$ cat config.mk
export PLATFORM = sky130hd
export DESIGN_NAME = ll_event_detector_flat
export DESIGN_NICKNAME = d
export VERILOG_FILES = /design/src/rtl/ll_event_detector_if.sv /design/src/rtl/ll_event_detector.sv /design/src/flat_wrapper.sv
export SDC_FILE = /design/constraint.sdc
export NUM_CORES = 1
export LEC_CHECK = 0
export ABC_AREA = 1
export CELL_PAD_IN_SITES_DETAIL_PLACEMENT = 2
export CELL_PAD_IN_SITES_GLOBAL_PLACEMENT = 2
export CORE_MARGIN = 8
export CORE_UTILIZATION = 21
export DETAILED_ROUTE_END_ITERATION = 8
export GPL_TIMING_DRIVEN = 0
export PLACE_DENSITY_LB_ADDON = 0.1
export SYNTH_ARGS = -nofsm -noshare
export SYNTH_HDL_FRONTEND = slang
export SYNTH_SLANG_ARGS = --single-unit
$ cat constraint.sdc
create_clock -name clk -period 2.19 [get_ports clk]
set_input_delay 0.3285 -clock clk [delete_from_list [all_inputs] [get_ports clk]]
set_output_delay 0.3285 -clock clk [all_outputs]
set_load 0.01 [all_outputs]
$ cat src/rtl/ll_event_detector_if.sv
// Bus bundle between the line-length feature source / host and ll_event_detector.
// en is a valid-only strobe: there is no ready, so every cycle with en=1 is consumed.
interface ll_event_detector_if #(
   parameter int data_width = 31,
   parameter int cnt_width  = 16
);
   logic signed [data_width:0] din;
   logic                       en;
   logic signed [data_width:0] thr_hi;
   logic signed [data_width:0] thr_lo;
   logic                       alarm;
   logic                       onset;
   logic                       offset;
   logic [cnt_width-1:0]       event_cnt;
   logic [7:0]                 run_cnt;
   logic [1:0]                 state_dbg;

   modport master (
      output din, en, thr_hi, thr_lo,
      input  alarm, onset, offset, event_cnt, run_cnt, state_dbg
   );

   modport slave (
      input  din, en, thr_hi, thr_lo,
      output alarm, onset, offset, event_cnt, run_cnt, state_dbg
   );
endinterface

$ cat src/rtl/ll_event_detector.sv
// Debounced, hysteretic threshold alarm on the line-length feature stream, with
// registered onset/offset pulses and a saturating onset counter.
module ll_event_detector #(
   parameter int data_width = 31,
   parameter int onset_len  = 4,
   parameter int offset_len = 8,
   parameter int cnt_width  = 16
) (
   input logic               clk,
   input logic               rst,
   ll_event_detector_if.slave bus
);
   typedef enum logic [1:0] {
      QUIET   = 2'd0,
      ARM     = 2'd1,
      ALARM   = 2'd2,
      RELEASE = 2'd3
   } state_t;

   localparam logic [7:0] ONSET_LEN  = 8'(onset_len);
   localparam logic [7:0] OFFSET_LEN = 8'(offset_len);

   state_t               state_q, state_d;
   logic [7:0]           run_q, run_d;
   logic [cnt_width-1:0] cnt_q, cnt_d;
   logic                 onset_q, onset_d;
   logic                 offset_q, offset_d;

   logic signed [data_width:0] din_s, thr_hi_s, thr_lo_s;
   logic                       hi, lo;
   logic [7:0]                 run_inc;

   assign din_s    = bus.din;
   assign thr_hi_s = bus.thr_hi;
   assign thr_lo_s = bus.thr_lo;
   assign hi       = din_s > thr_hi_s;
   assign lo       = din_s < thr_lo_s;
   assign run_inc  = run_q + 8'd1;

   always_ff @(posedge clk or posedge rst) begin
      if (rst) begin
         state_q  <= QUIET;
         run_q    <= 8'd0;
         cnt_q    <= '0;
         onset_q  <= 1'b0;
         offset_q <= 1'b0;
      end else begin
         state_q  <= state_d;
         run_q    <= run_d;
         cnt_q    <= cnt_d;
         onset_q  <= onset_d;
         offset_q <= offset_d;
      end
   end

   // run_q is always 0 in QUIET and ALARM, so run_inc starts every run at 1.
   always_comb begin
      state_d  = state_q;
      run_d    = run_q;
      cnt_d    = cnt_q;
      onset_d  = 1'b0;
      offset_d = 1'b0;
      if (bus.en) begin
         case (state_q)
            QUIET, ARM: begin
               if (hi) begin
                  if (run_inc == ONSET_LEN) begin
                     state_d = ALARM;
                     run_d   = 8'd0;
                     onset_d = 1'b1;
                     cnt_d   = (cnt_q == '1) ? cnt_q : cnt_q + cnt_width'(1);
                  end else begin
                     state_d = ARM;
                     run_d   = run_inc;
                  end
               end else begin
                  state_d = QUIET;
                  run_d   = 8'd0;
               end
            end
            ALARM, RELEASE: begin
               if (lo) begin
                  if (run_inc == OFFSET_LEN) begin
                     state_d  = QUIET;
                     run_d    = 8'd0;
                     offset_d = 1'b1;
                  end else begin
                     state_d = RELEASE;
                     run_d   = run_inc;
                  end
               end else begin
                  state_d = ALARM;
                  run_d   = 8'd0;
               end
            end
            default: begin
               state_d = QUIET;
               run_d   = 8'd0;
            end
         endcase
      end
   end

   assign bus.alarm     = (state_q == ALARM) || (state_q == RELEASE);
   assign bus.onset     = onset_q;
   assign bus.offset    = offset_q;
   assign bus.event_cnt = cnt_q;
   assign bus.run_cnt   = run_q;
   assign bus.state_dbg = state_q;
endmodule

$ cat src/flat_wrapper.sv
// flat-port wrapper written by rule: the top's interface ports become plain ports
module ll_event_detector_flat 
#(
   parameter int data_width = 31,
   parameter int onset_len  = 4,
   parameter int offset_len = 8,
   parameter int cnt_width  = 16
)
  (clk, rst, bus_din, bus_en, bus_thr_hi, bus_thr_lo, bus_alarm, bus_onset, bus_offset, bus_event_cnt, bus_run_cnt, bus_state_dbg);
  ll_event_detector_if #(.data_width(data_width), .cnt_width(cnt_width)) bus_i ();
  input logic clk;
  input logic rst;
  input wire logic [$bits(bus_i.din)-1:0] bus_din;
  input wire logic [$bits(bus_i.en)-1:0] bus_en;
  input wire logic [$bits(bus_i.thr_hi)-1:0] bus_thr_hi;
  input wire logic [$bits(bus_i.thr_lo)-1:0] bus_thr_lo;
  output wire logic [$bits(bus_i.alarm)-1:0] bus_alarm;
  output wire logic [$bits(bus_i.onset)-1:0] bus_onset;
  output wire logic [$bits(bus_i.offset)-1:0] bus_offset;
  output wire logic [$bits(bus_i.event_cnt)-1:0] bus_event_cnt;
  output wire logic [$bits(bus_i.run_cnt)-1:0] bus_run_cnt;
  output wire logic [$bits(bus_i.state_dbg)-1:0] bus_state_dbg;
  assign bus_i.din = bus_din;
  assign bus_i.en = bus_en;
  assign bus_i.thr_hi = bus_thr_hi;
  assign bus_i.thr_lo = bus_thr_lo;
  assign bus_alarm = bus_i.alarm;
  assign bus_onset = bus_i.onset;
  assign bus_offset = bus_i.offset;
  assign bus_event_cnt = bus_i.event_cnt;
  assign bus_run_cnt = bus_i.run_cnt;
  assign bus_state_dbg = bus_i.state_dbg;
  ll_event_detector #(.data_width(data_width), .onset_len(onset_len), .offset_len(offset_len), .cnt_width(cnt_width)) u_core (.clk(clk), .rst(rst), .bus(bus_i));
endmodule
Yosys cells after proc, flatten, opt, wreduce, memory -nomap -nowiden

Index checks and enable logic that the tools add are counted.

Bits in registers: 28
Bits of input ports: 99
Output and inout port bits: 29
Word-level logic and storage cells: 39

Add/sub/neg operators: 2
Order comparisons: 2
Equal/unequal tests: 6
Mux-type cells: 18
Bitwise operators: 1
Reduce and logical (&&, ||, !) cells: 5

Operators with widths:

| kind                  | number |
|---|---|
| $gt 32x32->1          | 1 |
| $lt 32x32->1          | 1 |
| $mux 8                | 4 |
| $add 16x1->16 const B | 1 |
| $eq 16x16->1 const B  | 1 |
| $pmux 8 s2            | 1 |
| $add 8x1->8 const B   | 1 |
| $eq 8x3->1 const B    | 1 |
| $eq 8x4->1 const B    | 1 |
| $mux 1                | 8 |
| $mux 2                | 4 |
| $reduce_and 5->1      | 1 |
| $eq 2x2->1 const B    | 2 |
| $pmux 2 s2            | 1 |
| $reduce_or 2->1       | 2 |
| $eq 2x1->1 const B    | 1 |
| $logic_not 2->1       | 1 |
| $logic_or 1x1->1      | 1 |
| $not 1->1             | 1 |

Longest topological paths before layout

Gate-level depths: netlist of run 1.

Depth in word-level cells: 6
Depth in mapped cells: 19

Worst setup path before layout of run 1

Ideal clock, no wire load.

Kind: register -> register
From: register u_core.run_q[0], in the netlist u_core.bus.run_cnt[0]
To: register u_core.cnt_q[2], in the netlist u_core.bus.event_cnt[2]
Library setup time: 122 ps
Arrival time: 2004 ps
Slack: 64 ps
Cell stages (with the launch flop): 15
Buffers on the path: 1
Period minus slack after synthesis: 2126 ps
Cell sequence: dfrtp_1 ha_1 nand2_1 nor2_2 xnor2_1 nand2_2 nor2_4 nand2_2 clkinv_2 nand2_4 nor2_4 nand2_4 buf_6 nand2_2 o21ai_2

Word-level cells in the longest chain between the ends: 3

RTL lines:

| what                       | line                    | source |
|---|---|---|
| start, declared            | ll_event_detector.sv:24 | `logic [7:0] run_q, run_d;` |
| start signal, assigned     | ll_event_detector.sv:49 | `run_q <= run_d;` |
| $add 8x1->8                | ll_event_detector.sv:38 | `assign run_inc = run_q + 8'd1;` |
| $eq 8x3->1                 | ll_event_detector.sv:67 | `if (run_inc == ONSET_LEN) begin` |
| $reduce_and 5->1 (no line) | n/a                     |  |
| end signal, assigned       | ll_event_detector.sv:50 | `cnt_q <= cnt_d;` |
| end, declared              | ll_event_detector.sv:25 | `logic [cnt_width-1:0] cnt_q, cnt_d;` |

Every way passes these cells.
A chain may end at the register's enable or synchronous reset.

Final worst setup path of run 1

From: register u_core.run_q[2], in the netlist u_core.bus.run_cnt[2]
To: register u_core.cnt_q[0], in the netlist u_core.bus.event_cnt[0]

Same word-level chain as after synthesis.

==> results of run 1 <==
==> worst reg2reg max path: cells and delay by family (launching register included) <==
kind	cells	cell delay (ns)
simple gates	10	1.19
flops	1	0.51
buf+inv	2	0.21
xor+xnor	1	0.14
==> what timing repair did <==
item,in CTS,in global routing
pin swaps,56,40
gates cloned,2,0
endpoints found under the setup margin,28,27
gates resized for setup,191,95
setup buffers,20,12
==> cells by family after synthesis <==
kind of cell | Yosys count | synth area share, %
simple gates | 225 | 29.7
buf+inv | 108 | 12.3
fa+ha+maj | 65 | 23.7
compound gates | 54 | 9.43
flops | 28 | 20.4
xor+xnor | 18 | 4.59
==> power groups by stage <==
stage	combinational, mW	clock [mW]	sequential, mW
after detailed placement	1.01	0	0.652
after CTS	1.22	0.583	0.627
after floorplan	0.492	0	0.664
after global routing	1.53	0.602	0.648
after global placement	0.979	0	0.648
final	1.38	0.567	0.637
==> metal layers <==
metal	global-route usage, %	wire length (um)	vias up
li1	-	-	1916
met1	15.5	5790	1838
met2	25.5	7440	70
met3	2.75	810	4
met4	1.27	60	0
met5	0	0	-
==> worst paths after layout <==
check	slack, ns	depth (start not counted)	to	start
worst max register to register	0.04	13	u_core.bus.event_cnt[0]	u_core.bus.run_cnt[2]
worst min register to register	0.50	2	u_core.bus.state_dbg[0]	u_core.bus.state_dbg[0]
worst min-delay path	0.49	3	u_core.bus.run_cnt[6]	bus_en
max in group asynchronous	0.74	2	u_core.bus.run_cnt[0]	rst
min in group asynchronous	0.67	2	u_core.bus.event_cnt[15]	rst
worst max-delay path	0.04	13	u_core.bus.event_cnt[0]	u_core.bus.run_cnt[2]
==> sequential cells by signal, indices dropped and copies added, names as in the netlist <==
name,flops
u_core.bus.event_cnt,16
u_core.bus.offset,1
u_core.bus.onset,1
u_core.bus.run_cnt,8
u_core.bus.state_dbg,2
==> cell type report <==
type                    instances  area (sq um)
fillers                      1790          9710
multi-input cells             362          3220
repair buffers                159          1500
flip-flops and latches         28           703
inverters                     101           382
well taps                     216           270
clock buffers                   3          75.1
plain buffers                   7          57.6
clock inverters                 1          30.0
==> placed cells by master (no fill, tap or decap), types with 5 or more instances in the layout <==
cell type,n
nand3_2,9
nor2_2,5
nor2_1,19
inv_1,74
a21oi_2,13
o21ai_1,8
ha_4,31
a21oi_1,16
clkdlybuf4s15_1,5
nor2_4,8
inv_2,26
dfrtp_1,26
o21ai_2,9
nand2_4,21
nand2_1,81
dlygate4sd2_1,52
nand3_1,21
xor2_1,13
nand4_1,12
clkdlybuf4s50_1,62
ha_1,32
buf_4,29
nand2_2,31
==> stage by stage <==
stage | util (%) | instances | setup TNS, ns | cell area (sq um) | power, mW
after floorplan | - | 498 | 0 | 3440 | 1.16
after global placement | 31.2 | 840 | -16.45 | 4970 | 1.63
after detailed placement | 31.2 | 840 | -17.32 | 4970 | 1.66
after CTS | 36.0 | 865 | 0 | 5740 | 2.43
after global routing | 39.1 | 877 | -2.51 | 6240 | 2.78
final | 39.1 | 877 | 0 | 6240 | 2.58
==> results_dict.tcl, run 1 <==
set metrics [dict create \
    synthTopCellsByCount "nand2_1, inv_1, ha_1" \
    slew_headroom_pct 21.9 \
    postCtsHoldBufs 0 \
    setup.worst_path.end_class "register" \
    drt-total-wl_um 14100 \
    synth_area_leaders "ha_1, dfrtp_1, nand2_1, inv_1, nand3_1" \
    critPathBufInv 2 \
    fp.dieW_um 144 \
    drt-initial-drc-count 51 \
    critPathKind "reg -> reg" \
    rows 46 \
    power_frac_seq_pct 24.7 \
    antenna_found_initial 0 \
    htreeDepth 1 \
    die_h_um 144 \
    synth_sequential_area_ratio_pct 20.4 \
    power.density_nw_per_um2 414 \
    yosys_warnings 0 \
    slew_violations 0 \
    ir_drop_mv 0.270 \
    synth.distinct_cells 30 \
    crit_family "simple AND/OR/NAND/NOR gates" \
    timing.final.crit_share_pct 98.3 \
    clock-root-buffer "clkbuf_16" \
    synth-edff-count 0 \
    layout_min_cycle_time_ns 2.15 \
    synth_seq_cells 28 \
    max_freq_mhz 465 \
    drive_gt1_share_pct 33.4 \
    cts_sinks 28 \
    power.share.switching_pct 37.7 \
    path_clk_slew_ns 0.08 \
    drc_errors 0 \
    setup_viol 0 \
    start_util_pct 21.6 \
    pre_cts_ws_ns -0.731 \
    synth_top_area_share_pct 23.7 \
    place_congestion 0.741 \
    core_area_sq_um 15900 \
    numCtsBuffers 3 \
    synth.net_count 662 \
    power_frac_comb_pct 53.4 \
    grt.overflow.total 0 \
    slowest_delay_ns 0.51 \
    portBuffers 126 \
    cp.arrival_ns 2.32 \
    clkPwrFrac_pct 22.0 \
    antenna_left 0 \
    synth-main-ff-cell "dfrtp_1" \
    rsz0062_at_grt "true" \
    fin_ws_ns 0.0376 \
    syn_avg_cell_area_sq_um 6.90 \
    p_leak_nw 3.02 \
    synth.cell_area_sq_um 3440 \
    dpl.hpwl_um 11100 \
    via_count 3828 \
    synth.largest_area_cell "ha_1" \
    finalHoldViolations 0 \
    routedWlPerCell_um 16.1 \
    ys_async_sr_fraction_pct 100 \
    finClkSkew_ns 0.00594 \
    grt_usage_pct 13.4 \
    grt_pass1_vias 4444 \
    area_growth_syn_to_layout_pct 81.4 \
    worstMarginPinSlew_ns 1.17 \
    p_int_mw 1.61 \
    cp-start-kind "register" \
    hp-class "in -> reg" \
    clock_latency_ns 0.27 \
    status "finished, final reports clean" \
    cts_buffer_depth 2 \
    dr.pass1.iters 3 \
    cts_tree "yes" \
    io_pins 128 \
    grt_max_degree 29 \
    path_cells "nand3_2, nor2_2, nand3_1, nand2_2, nand2_2, nor2_4, nand2_2, inv_4, nand2_4, nor2_4, nand2_8, buf_6, xor2_1" \
    dieArea_sq_um 20700 \
    fin_nets 826 \
    hold_slack_ns 0.493 \
    p_sw_mw 0.974 \
    cp.required_ns 2.35 \
    maxCapViolations 0 \
    slowest_stage "dfrtp_1" \
    synthCells 498 \
    yosysMostFrequentCell "nand2_1" \
    crit_top_cell "nand2_2" \
    num_antenna_cells 0 \
    cp_max_fo 6 \
    viasPerCell 4.36 \
    grt_first_pass_wirelength_um 22300 \
]
No activity file was read; power rests on OpenSTA's default activity.
==> run 2, diff against run 1 <==
--- a/config.mk
+++ b/config.mk
@@ -13,6 +13,7 @@
 export DETAILED_ROUTE_END_ITERATION = 8
 export GPL_TIMING_DRIVEN = 0
 export PLACE_DENSITY_LB_ADDON = 0.1
+export SETUP_SLACK_MARGIN = 0.1
 export SYNTH_ARGS = -nofsm -noshare
 export SYNTH_HDL_FRONTEND = slang
 export SYNTH_SLANG_ARGS = --single-unit
==> run 2 against run 1 <==
  * Clock power grew 2%
  * Flip-flop and latch count did not move
  * Sequential power up 2%
  * Global-route usage increased by 0.21 points
  * Count of clock-buffer cells in the layout unchanged
  * Total power grew 6.0%
  * Cell area grew 3.8%
  * Final cell count up 1.1%
  * Clock skew increased by 0.0042 ns
  * Combinational power is 9% higher
  * Largest cell class unchanged
  * Highest routed layer unchanged
==> results_dict.tcl, run 2 (synthesis gave the netlist of run 1 again) <==
set metrics [dict create \
    reg2reg_depth 14 \
    cp-start-kind "register" \
    drive_gt1_share_pct 44.8 \
    clkPwrFrac_pct 21.0 \
    path_clk_slew_ns 0.08 \
    numCtsBuffers 3 \
    slew_headroom_pct 52.8 \
    hp-class "in -> async" \
    finalHoldViolations 0 \
    drt-total-wl_um 14500 \
    grt_first_pass_wirelength_um 22700 \
    p_sw_mw 1.05 \
    rr_startpoint "u_core.bus.run_cnt[0]" \
    slowest_delay_ns 0.42 \
    setup_viol 0 \
    stdcell_area_sq_um 6470 \
    placed_cell_area_sq_um 4970 \
    dieArea_sq_um 20700 \
    antenna_left 0 \
    fp.dieW_um 144 \
    maxCapViolations 0 \
    power_frac_seq_pct 23.7 \
    fin_util_pct 40.6 \
    antenna_found_initial 1 \
    dpl.hpwl_um 10900 \
    viasPerCell 4.39 \
    area_growth_syn_to_layout_pct 88.2 \
    drt-initial-drc-count 85 \
    cp.arrival_ns 2.26 \
    core_area_sq_um 15900 \
    cts_buffer_depth 2 \
    rows 46 \
    timing.final.crit_share_pct 95.1 \
    grt_max_degree 29 \
    portBuffers 126 \
    clock_latency_ns 0.28 \
    cp_max_fo 6 \
    setup.worst_path.end_class "register" \
    io_pins 128 \
    dr.pass1.iters 4 \
    reg2reg_slack_ns 0.11 \
    final_cell_mix "nand2_1, inv_1, inv_2" \
    max_freq_mhz 480 \
    htreeDepth 1 \
    power_frac_comb_pct 55.2 \
    via_count 3891 \
    rsz0062_at_grt "true" \
    grt.overflow.total 0 \
    worstMarginPinSlew_ns 0.707 \
    power.density_nw_per_um2 423 \
    drc_errors 0 \
    postCtsHoldBufs 0 \
    cts_sinks 28 \
    fin_nets 835 \
    cp.required_ns 2.36 \
    status "finished, final reports clean" \
    ir_drop_mv 0.278 \
    clock-root-buffer "clkbuf_16" \
    start_util_pct 21.6 \
    grt_pass1_vias 4505 \
    critPathKind "reg -> reg" \
    worstReg2RegEnd "u_core.bus.event_cnt[0]" \
    path_cells "ha_4, nand2_4, nor2_4, nand4_1, nand2_2, nand2_2, nor2_4, nand2_2, clkinv_4, nand2_8, nor2_4, nand2_4, buf_4, xor2_1" \
    slowest_stage "dfrtp_2" \
    largest_reg_flops 16 \
    p_int_mw 1.68 \
    place_congestion 0.749 \
    final_common_cell "nand2_1" \
    die_h_um 144 \
    routedWlPerCell_um 16.3 \
    slew_violations 0 \
    fin_setup_tns_ns 0 \
    power.share.switching_pct 38.5 \
    p_leak_nw 3.19 \
    critPathBufInv 2 \
    crit_family "simple AND/OR/NAND/NOR gates" \
    layout_min_cycle_time_ns 2.08 \
    grt_usage_pct 13.7 \
    finClkSkew_ns 0.0102 \
    cts_tree "yes" \
]
-- run 2: cell count changes in the layout (fill, tap and decap cells not counted), sizes merged, moves of 9 or more --
cell and change:
clkdlybuf4s50 -26, dlygate4sd2 -15, buf +22, clkbuf +9
dlymetal6s2s +18
-- run 2: worst max-delay path by stage --
stage,start,endpoint,slack (ns),cells after the start
floorplan,u_core.bus.run_cnt[0],u_core.bus.event_cnt[2],0.10,14
CTS,bus_din[5],u_core.bus.event_cnt[13],0.04,15
global placement,bus_thr_hi[31],u_core.bus.event_cnt[3],-0.70,15
finish,u_core.bus.run_cnt[0],u_core.bus.event_cnt[0],0.11,14
detailed placement,bus_thr_hi[21],u_core.bus.event_cnt[3],-0.78,15
global route,u_core.bus.run_cnt[0],u_core.bus.run_cnt[1],-0.01,16
-- run 2: what timing repair did --
| item | in CTS | in global routing |
|---|---|---|
| hold endpoints to repair | 0 | 0 |
| cloned | 2 | 0 |
| gates resized for setup | 267 | 148 |
| setup endpoints to repair | 28 | 29 |
| pin swaps | 83 | 71 |
| buffers inserted | 32 | 8 |
-- run 2: routing by layer --
| metal | global-route usage [%] | wire, um |
|---|---|---|
| met2 | 25.7 | 7650 |
| met5 | 0 | 0 |
| met4 | 1.49 | 67 |
| met3 | 2.99 | 762 |
| met1 | 15.8 | 5980 |
-- run 2: final cells by class --
| class | count | area [sq um] |
|---|---|---|
| well taps | 216 | 270 |
| clock buffers | 3 | 75.1 |
| plain buffers | 7 | 58.8 |
| multi-input cells | 362 | 3420 |
| clock inverters | 1 | 30.0 |
| fillers | 1780 | 9470 |
| diodes | 1 | 2.50 |
| inverters | 101 | 384 |
| flip-flops and latches | 28 | 704 |
| repair buffers | 168 | 1530 |
-- run 2: through the flow --
step | setup WS (ns) | instances | hold WS (ns) | total power, mW
floorplan | 0.101 | 498 | 0.394 | 1.16
global placement | -0.699 | 840 | 0.471 | 1.63
detailed placement | -0.776 | 840 | 0.516 | 1.67
CTS | 0.0372 | 878 | 0.501 | 2.55
global route | -0.0129 | 887 | 0.517 | 2.94
finish | 0.107 | 887 | 0.453 | 2.74
-- run 2: power by group through the flow --
stage	sequential [mW]	clock [mW]	combinational (mW)
global placement	0.652	0	0.981
global route	0.660	0.609	1.67
CTS	0.639	0.594	1.32
detailed placement	0.656	0	1.01
finish	0.649	0.576	1.51
floorplan	0.666	0	0.492
